### config.mk
export PLATFORM = sky130hd
export DESIGN_NAME = serial_add_sched
export DESIGN_NICKNAME = d
export VERILOG_FILES = /design/src/rtl/serial_add_sched.sv
export SDC_FILE = /design/constraint.sdc
export NUM_CORES = 1
export LEC_CHECK = 0
export CAP_MARGIN = 20
export CORE_ASPECT_RATIO = 2
export CORE_MARGIN = 3
export CORE_UTILIZATION = 25
export CTS_CLUSTER_SIZE = 30
export DETAILED_ROUTE_END_ITERATION = 16
export PLACE_DENSITY = 0.58
export REMOVE_ABC_BUFFERS = 1
export SYNTH_ARGS = -nofsm -noshare
export SYNTH_HDL_FRONTEND = slang
export SYNTH_SLANG_ARGS = --single-unit
### constraint.sdc
create_clock -name CLK -period 1.5 [get_ports CLK]
set_input_delay 0.15 -clock CLK [delete_from_list [all_inputs] [get_ports CLK]]
set_output_delay 0.15 -clock CLK [all_outputs]
set_load 0.02 [all_outputs]
### src/rtl/serial_add_sched.sv
// Round-robin scheduler that time-shares one external 1-bit full adder between two
// requesters, running each WIDTH-bit addition LSB first and returning a tagged response.
module serial_add_sched #(
    parameter int WIDTH = 8
) (
    input  logic             CLK,
    input  logic             NRST,
    input  logic             clr,
    input  logic             req0_valid,
    input  logic [WIDTH-1:0] req0_a,
    input  logic [WIDTH-1:0] req0_b,
    input  logic             req0_cin,
    output logic             req0_ready,
    input  logic             req1_valid,
    input  logic [WIDTH-1:0] req1_a,
    input  logic [WIDTH-1:0] req1_b,
    input  logic             req1_cin,
    output logic             req1_ready,
    output logic             fa_a,
    output logic             fa_b,
    output logic             fa_cin,
    input  logic             fa_sum,
    input  logic             fa_cout,
    output logic             rsp_valid,
    output logic             rsp_id,
    output logic [WIDTH-1:0] rsp_sum,
    output logic             rsp_cout,
    input  logic             rsp_ready,
    output logic             busy
);
    localparam int CW = $clog2(WIDTH);

    typedef enum logic [1:0] {IDLE, RUN, DONE} state_t;

    state_t           state, state_nx;
    logic [WIDTH-1:0] a_sh, b_sh, sum_sh;
    logic [CW-1:0]    cnt;
    logic             carry;
    logic             last_grant;
    logic             grant;
    logic             accept;
    logic             last_bit;

    // Alternate only on contention; a lone requester always wins.
    assign grant    = (req0_valid && req1_valid) ? ~last_grant : req1_valid;
    assign accept   = (state == IDLE) && !clr && (req0_valid || req1_valid);
    assign last_bit = (cnt == CW'(WIDTH - 1));
    assign rsp_sum  = sum_sh;

    always_ff @(posedge CLK or negedge NRST) begin
        if (!NRST) state <= IDLE;
        else       state <= state_nx;
    end

    always_comb begin
        state_nx = state;
        if (clr) begin
            state_nx = IDLE;
        end else begin
            case (state)
                IDLE:    if (accept) state_nx = RUN;
                RUN:     if (last_bit) state_nx = DONE;
                DONE:    if (rsp_ready) state_nx = IDLE;
                default: state_nx = IDLE;
            endcase
        end
    end

    always_comb begin
        req0_ready = accept && !grant;
        req1_ready = accept && grant;
        fa_a       = 1'b0;
        fa_b       = 1'b0;
        fa_cin     = 1'b0;
        if (state == RUN) begin
            fa_a   = a_sh[0];
            fa_b   = b_sh[0];
            fa_cin = carry;
        end
        rsp_valid = (state == DONE);
        busy      = (state != IDLE);
    end

    always_ff @(posedge CLK or negedge NRST) begin
        if (!NRST) begin
            a_sh       <= '0;
            b_sh       <= '0;
            sum_sh     <= '0;
            cnt        <= '0;
            carry      <= 1'b0;
            rsp_id     <= 1'b0;
            rsp_cout   <= 1'b0;
            last_grant <= 1'b1;
        end else if (clr) begin
            carry <= 1'b0;
            cnt   <= '0;
        end else begin
            case (state)
                IDLE: if (accept) begin
                    a_sh       <= grant ? req1_a : req0_a;
                    b_sh       <= grant ? req1_b : req0_b;
                    carry      <= grant ? req1_cin : req0_cin;
                    cnt        <= '0;
                    rsp_id     <= grant;
                    last_grant <= grant;
                end
                RUN: begin
                    // Sum bits enter at the MSB so bit 0 lands in place after WIDTH shifts.
                    carry  <= fa_cout;
                    sum_sh <= {fa_sum, sum_sh[WIDTH-1:1]};
                    a_sh   <= a_sh >> 1;
                    b_sh   <= b_sh >> 1;
                    cnt    <= cnt + CW'(1);
                    if (last_bit) rsp_cout <= fa_cout;
                end
                default: ;
            endcase
        end
    end
endmodule

# Yosys cells after proc, flatten, opt, wreduce, memory -nomap -nowiden
# Index checks and enable logic that the tools add are counted.
# Widths: inputs -> output; s select.
dict set report classes {
  add_sub_neg 1
  n_mul 0
  div 0
  n_lt_le_gt_ge 0
  eq_ne 7
  n_shift 0
  n_mux 22
  n_bitwise 2
  reduce_logical 18
}
# cell count
set op_table {}
lappend op_table {{$mux 8} 4}
lappend op_table {{$pmux 8 s2} 2}
lappend op_table {{$reduce_and 3->1} 4}
lappend op_table {{$mux 2} 4}
lappend op_table {{$mux 1} 7}
lappend op_table {{$mux 3} 2}
lappend op_table {{$ne 3x3->1 const B} 2}
lappend op_table {{$pmux 2 s3} 1}
lappend op_table {{$pmux 3 s2} 1}
lappend op_table {{$logic_and 1x1->1} 5}
lappend op_table {{$reduce_and 2->1} 2}
lappend op_table {{$reduce_bool 2->1} 2}
lappend op_table {{$add 3x1->3 const B} 1}
lappend op_table {{$eq 3x3->1 const B} 1}
lappend op_table {{$ne 3x2->1 const B} 1}
lappend op_table {{$reduce_bool 3->1} 1}
lappend op_table {{$eq 2x1->1 const B} 1}
lappend op_table {{$eq 2x2->1 const B} 1}
lappend op_table {{$logic_not 1->1} 2}
lappend op_table {{$logic_not 2->1} 1}
lappend op_table {{$ne 2x2->1 const B} 1}
lappend op_table {{$not 1->1} 2}
lappend op_table {{$pmux 1 s2} 1}
lappend op_table {{$logic_or 1x1->1} 1}
dict set report totals {
  ff_bits 33
  latch_bits 0
  ramBits 0
  romBits 0
  input_bits 42
  out_inout_bits 17
  wordCells 59
  mem_count 0
}

# Logic depth before layout (Yosys ltp)
# Gate-level depths: netlist (run 1).
dict set report depth {
  depth_word 6
  ltp_mapped 6
  depth_no_buf 4
}

# Least setup slack after synthesis (run 1)
# OpenSTA, ideal clock, no wires.
dict set report synth_path {
  kind {flip-flop to flip-flop}
  startpoint {register last_grant}
  endpoint {register rsp_id}
  setup_time_ns 0.067
  arrival_time_ns 1.569
  t_required_ns 1.433
  setup_slack_ns -0.136
  path_stages_with_launch 6
  n_path_buf 2
  period_less_slack_ns 1.636
  cell_sequence {dfstp_2 > a21bo_2 > buf_2 > buf_2 > nor3_1 > a21o_1}
}
dict set report synth_between {
  elab_chain_len 2
}
# item line
set synth_lines {}
lappend synth_lines {{start: declaration} 39} ;# logic last_grant;
lappend synth_lines {{start signal: assignment} 105} ;# last_grant <= grant;
lappend synth_lines {{$not 1->1} 45} ;# assign grant = (req0_valid && req1_valid) ? ~last_grant : req1_valid;
lappend synth_lines {{$mux 1} 45}
lappend synth_lines {{end signal: assignment} 104} ;# rsp_id <= grant;
lappend synth_lines {{end: declaration} 25} ;# output logic rsp_id,
# Every way passes these cells.
# A chain may end at the register's enable or synchronous reset.

# Worst setup path in the final report (run 1)
dict set report layout_path {
  startpoint {register state[1]}
  endpoint {output port req1_ready}
}
dict set report layout_between {
  elab_chain_len 4
}
# item line
set layout_lines {}
lappend layout_lines {{start: declaration} 35} ;# state_t state, state_nx;
lappend layout_lines {{start signal: assignment} 52} ;# else state <= state_nx;
lappend layout_lines {{$logic_not 2->1} 46} ;# assign accept = (state == IDLE) && !clr && (req0_valid || req1_valid);
lappend layout_lines {{$logic_and 1x1->1 (2 in a row)} 46}
lappend layout_lines {{$logic_and 1x1->1} 71} ;# req1_ready = accept && grant;
lappend layout_lines {{end: declaration} 18} ;# output logic req1_ready,
# Every way passes these cells.

==> results.sh, run 1 <==
export IMPL_outcome="finished, violations left"
export IMPL_violations="setup timing"
export IMPL_wl_per_cell_um=16.1
export IMPL_first_pass_iters=3
export IMPL_postSynthCellCount=167
export IMPL_grt_usage=0.147
export IMPL_grt_pass1_wl_mm=9.34
export IMPL_period_share=1.03
export IMPL_postSynthAreaPerCell_um2=10.6
export IMPL_wirelength_mm=5.52
export IMPL_crit_arrival_ns=1.40
export IMPL_max_cap_violations=0
export IMPL_drc=0
export IMPL_rows=42
export IMPL_synth_edf_count=0
export IMPL_antenna_found_initial=0
export IMPL_routed_via_count=1646
export IMPL_timing_final_ws_setup_ns=-0.0489
export IMPL_rsz0062_at_grt="true"
export IMPL_slew_viol_final=0
export IMPL_synth_area_leaders="dfrtp_1 (45%), a221oi_1 (6.9%), mux2_2 (6.4%)"
export IMPL_holdBufCountCts=0
export IMPL_cts_htree_levels=2
export IMPL_tightest_slew_ns=0.282
export IMPL_crit_chain="buf_6 -> or2_4 -> nor3_2 -> buf_4 -> buf_6"
export IMPL_reg2reg_depth=6
export IMPL_async_flop_share=1.00
export IMPL_cts_root_buf="clkbuf_16"
export IMPL_ant_nets=0
export IMPL_cp_max_fo=3
export IMPL_cp_common_cell="buf_6"
export IMPL_fillerInstances=669
export IMPL_endpoint_kind="primary output"
export IMPL_crit_path_top_delay_cell="dfrtp_1"
export IMPL_synth_seq_cells=33
export IMPL_crit_cells=5
export IMPL_cts_sinks=33
export IMPL_synthFlopType="dfrtp_1"
export IMPL_ios=59
export IMPL_dpl_cell_count=325
export IMPL_dp_hpwl_mm=3.86
export IMPL_irDropWorstVdd_mv=0.890
export IMPL_worst_r2r_endpoint="b_sh[6]"
export IMPL_worst_r2r_setup_slack_ns=-0.05
export IMPL_grt_pass1_vias=1899
export IMPL_synth_top_area_frac=0.453
export IMPL_netlist_area_um2=1770
export IMPL_final_area_um2=3220
export IMPL_synth_cell_types=33
export IMPL_place_congestion=0.701
export IMPL_power_leakage_nw=1.36
export IMPL_layout_cells_non_filler=342
export IMPL_p_per_area_nw_per_um2=1270
export IMPL_core_area_um2=6730
export IMPL_yosysSeqAreaShare=0.468
export IMPL_endpoint="req1_ready"
export IMPL_die_height_um=125
export IMPL_crit_required_ns=1.35
export IMPL_max_freq_mhz=646
export IMPL_clk_pin_slew_worst_paths_ns=0.05
export IMPL_vias_per_cell=4.81
export IMPL_period_needed_ns=1.55
export IMPL_clk_path_buf_depth=2
export IMPL_synth_top_area_cell="dfrtp_1"
export IMPL_fin_util=0.479
export IMPL_final_nets=297
export IMPL_die_x_um=65.4
export IMPL_min_path_type="input pin to asynchronous set/reset pin"
export IMPL_cts_buffers_inserted=5
export IMPL_place_area_um2=2590
export IMPL_hold_viol=0
export IMPL_dieArea_um2=8170
export IMPL_path_class="flop to primary output"
export IMPL_yosysWarnings=0
export IMPL_io_buffers=58
export IMPL_cts_tree="built"
export IMPL_overflow=0
export IMPL_critPathMaxStageDelay_ns=0.39
export IMPL_area_growth_pct=82.4
export IMPL_clkLatencyLatePin_ns=0.28
export IMPL_crit_start="state[1]"
export IMPL_r2r_start="state[1]"
export IMPL_setup_violations=21
export IMPL_antenna_cells=0
export IMPL_drive_above_1_share=0.406
export IMPL_crit_family="flip-flops"
export IMPL_drt_initial_drc_count=12
export IMPL_hold_ws_ns=0.236
export IMPL_finalClockSkew_ns=0.00532
export IMPL_cp_num_buf_inv=3
export IMPL_start_util=0.263
export IMPL_grt_max_degree=34
export IMPL_critPathLaunchType="flop"
export IMPL_slew_headroom=0.807
==> area by class of cell <==
class	instances	area (um^2)	area share
Clock inverter	1	30.0	0.00932
Clock buffer	7	143	0.0443
Inverter	3	11.3	0.00350
Timing Repair Buffer	93	920	0.285
Multi-Input combinational cell	117	1180	0.367
Tap cell	88	110	0.0342
Sequential cell	33	827	0.257
==> cells in the final DEF, fill, tap and decap left out, types with 3 or more instances in the layout <==
| cell type | synthesis | layout |
|---|---|---|
| nor2b_1 | 16 | 16 |
| buf_6 | 1 | 15 |
| inv_1 | 3 | 3 |
| o21ai_1 | 0 | 7 |
| and2_4 | 0 | 3 |
| o21ai_0 | 16 | 8 |
| clkdlybuf4s50_1 | 0 | 50 |
| o31ai_2 | 0 | 5 |
| dfrtp_1 | 32 | 32 |
| o31ai_4 | 0 | 7 |
| mux2_4 | 0 | 8 |
| and2_1 | 17 | 14 |
| buf_4 | 0 | 21 |
| clkbuf_16 | 0 | 5 |
| or2_4 | 0 | 3 |
| a221oi_2 | 0 | 12 |
==> cell families after synthesis <==
| kind of cell | after synthesis | synth area share |
|---|---|---|
| compound gates | 57 | 0.235 |
| fa+ha+maj | 2 | 0.0142 |
| buf+inv | 17 | 0.0496 |
| flops | 33 | 0.468 |
| mux | 12 | 0.0751 |
| simple gates | 46 | 0.158 |
==> through the flow <==
stage	setup TNS [ns]	power [W]	setup slack [ns]
6_report	-0.526	0.00409	-0.0489
5_1_grt	-1.84	0.00429	-0.0995
4_1_cts	-0.845	0.00400	-0.0566
3_5_place_dp	-9.48	0.00249	-0.537
3_3_place_gp	-9.35	0.00247	-0.545
2_1_floorplan	-14.58	0.00184	-0.545
==> layer usage <==
metal | routed length (um) | GRT usage | part of all wire
met1 | 2040 | 0.159 | 0.37
met3 | 241 | 0.0325 | 0.044
met4 | 89 | 0.0513 | 0.016
met2 | 3150 | 0.270 | 0.57
met5 | 0 | 0 | 0
==> worst min-delay path by stage <==
stage	from	endpoint	slack [ns]
detailed placement	rsp_id	rsp_id	0.48
global placement	rsp_id	rsp_id	0.47
finish	NRST	rsp_sum[0]	0.24
floorplan	NRST	a_sh[0]	-0.15
CTS	NRST	rsp_sum[1]	0.25
global route	NRST	rsp_sum[2]	0.27
==> flip-flops by register name, summed over array words and instances, names as in the netlist <==
name,count
rsp_sum,8
rsp_cout,1
cnt,3
state,2
b_sh,8
carry,1
last_grant,1
a_sh,8
rsp_id,1
==> synthesized netlist by cell type, types with 2 or more instances <==
cell,count
a21oi_1,2
dfrtp_1,32
nor2b_1,16
nand2_1,2
clkbuf_1,8
o31ai_1,14
o21ai_0,16
a22o_1,2
mux2i_1,2
nor3b_1,2
inv_1,3
mux2_2,10
a221oi_1,14
o2bb2ai_1,2
buf_2,4
nor3_1,4
and2_1,17
ha_1,2
==> where the power goes <==
part / internal [W] / switching [W]
combinational: 0.000883 / 0.000712
sequential: 0.00113 / 0.000155
clock: 0.000830 / 0.000385
==> what timing repair did <==
item | CTS | global route
buffers inserted | 7 | 1
hold endpoints to repair | 0 | 0
resized for setup | 105 | 25
cloned | 2 | 0
pin swaps | 20 | 4
setup endpoints to repair | 36 | 35
No activity file was read; power rests on OpenSTA's default activity.
==> run 2, diff against run 1 <==
Settings changed: GPL_ROUTABILITY_DRIVEN from default to 1.
==> results of run 2 <==
The final DEF is identical to that of run 1; final timing and power are the same.
==> run 3, diff against run 2 <==
Settings changed: ABC_CLOCK_PERIOD_IN_PS from default to 1500, GPL_ROUTABILITY_DRIVEN 1 to default.
==> results of run 3 <==
The final DEF is identical to that of run 1; final timing and power are the same.
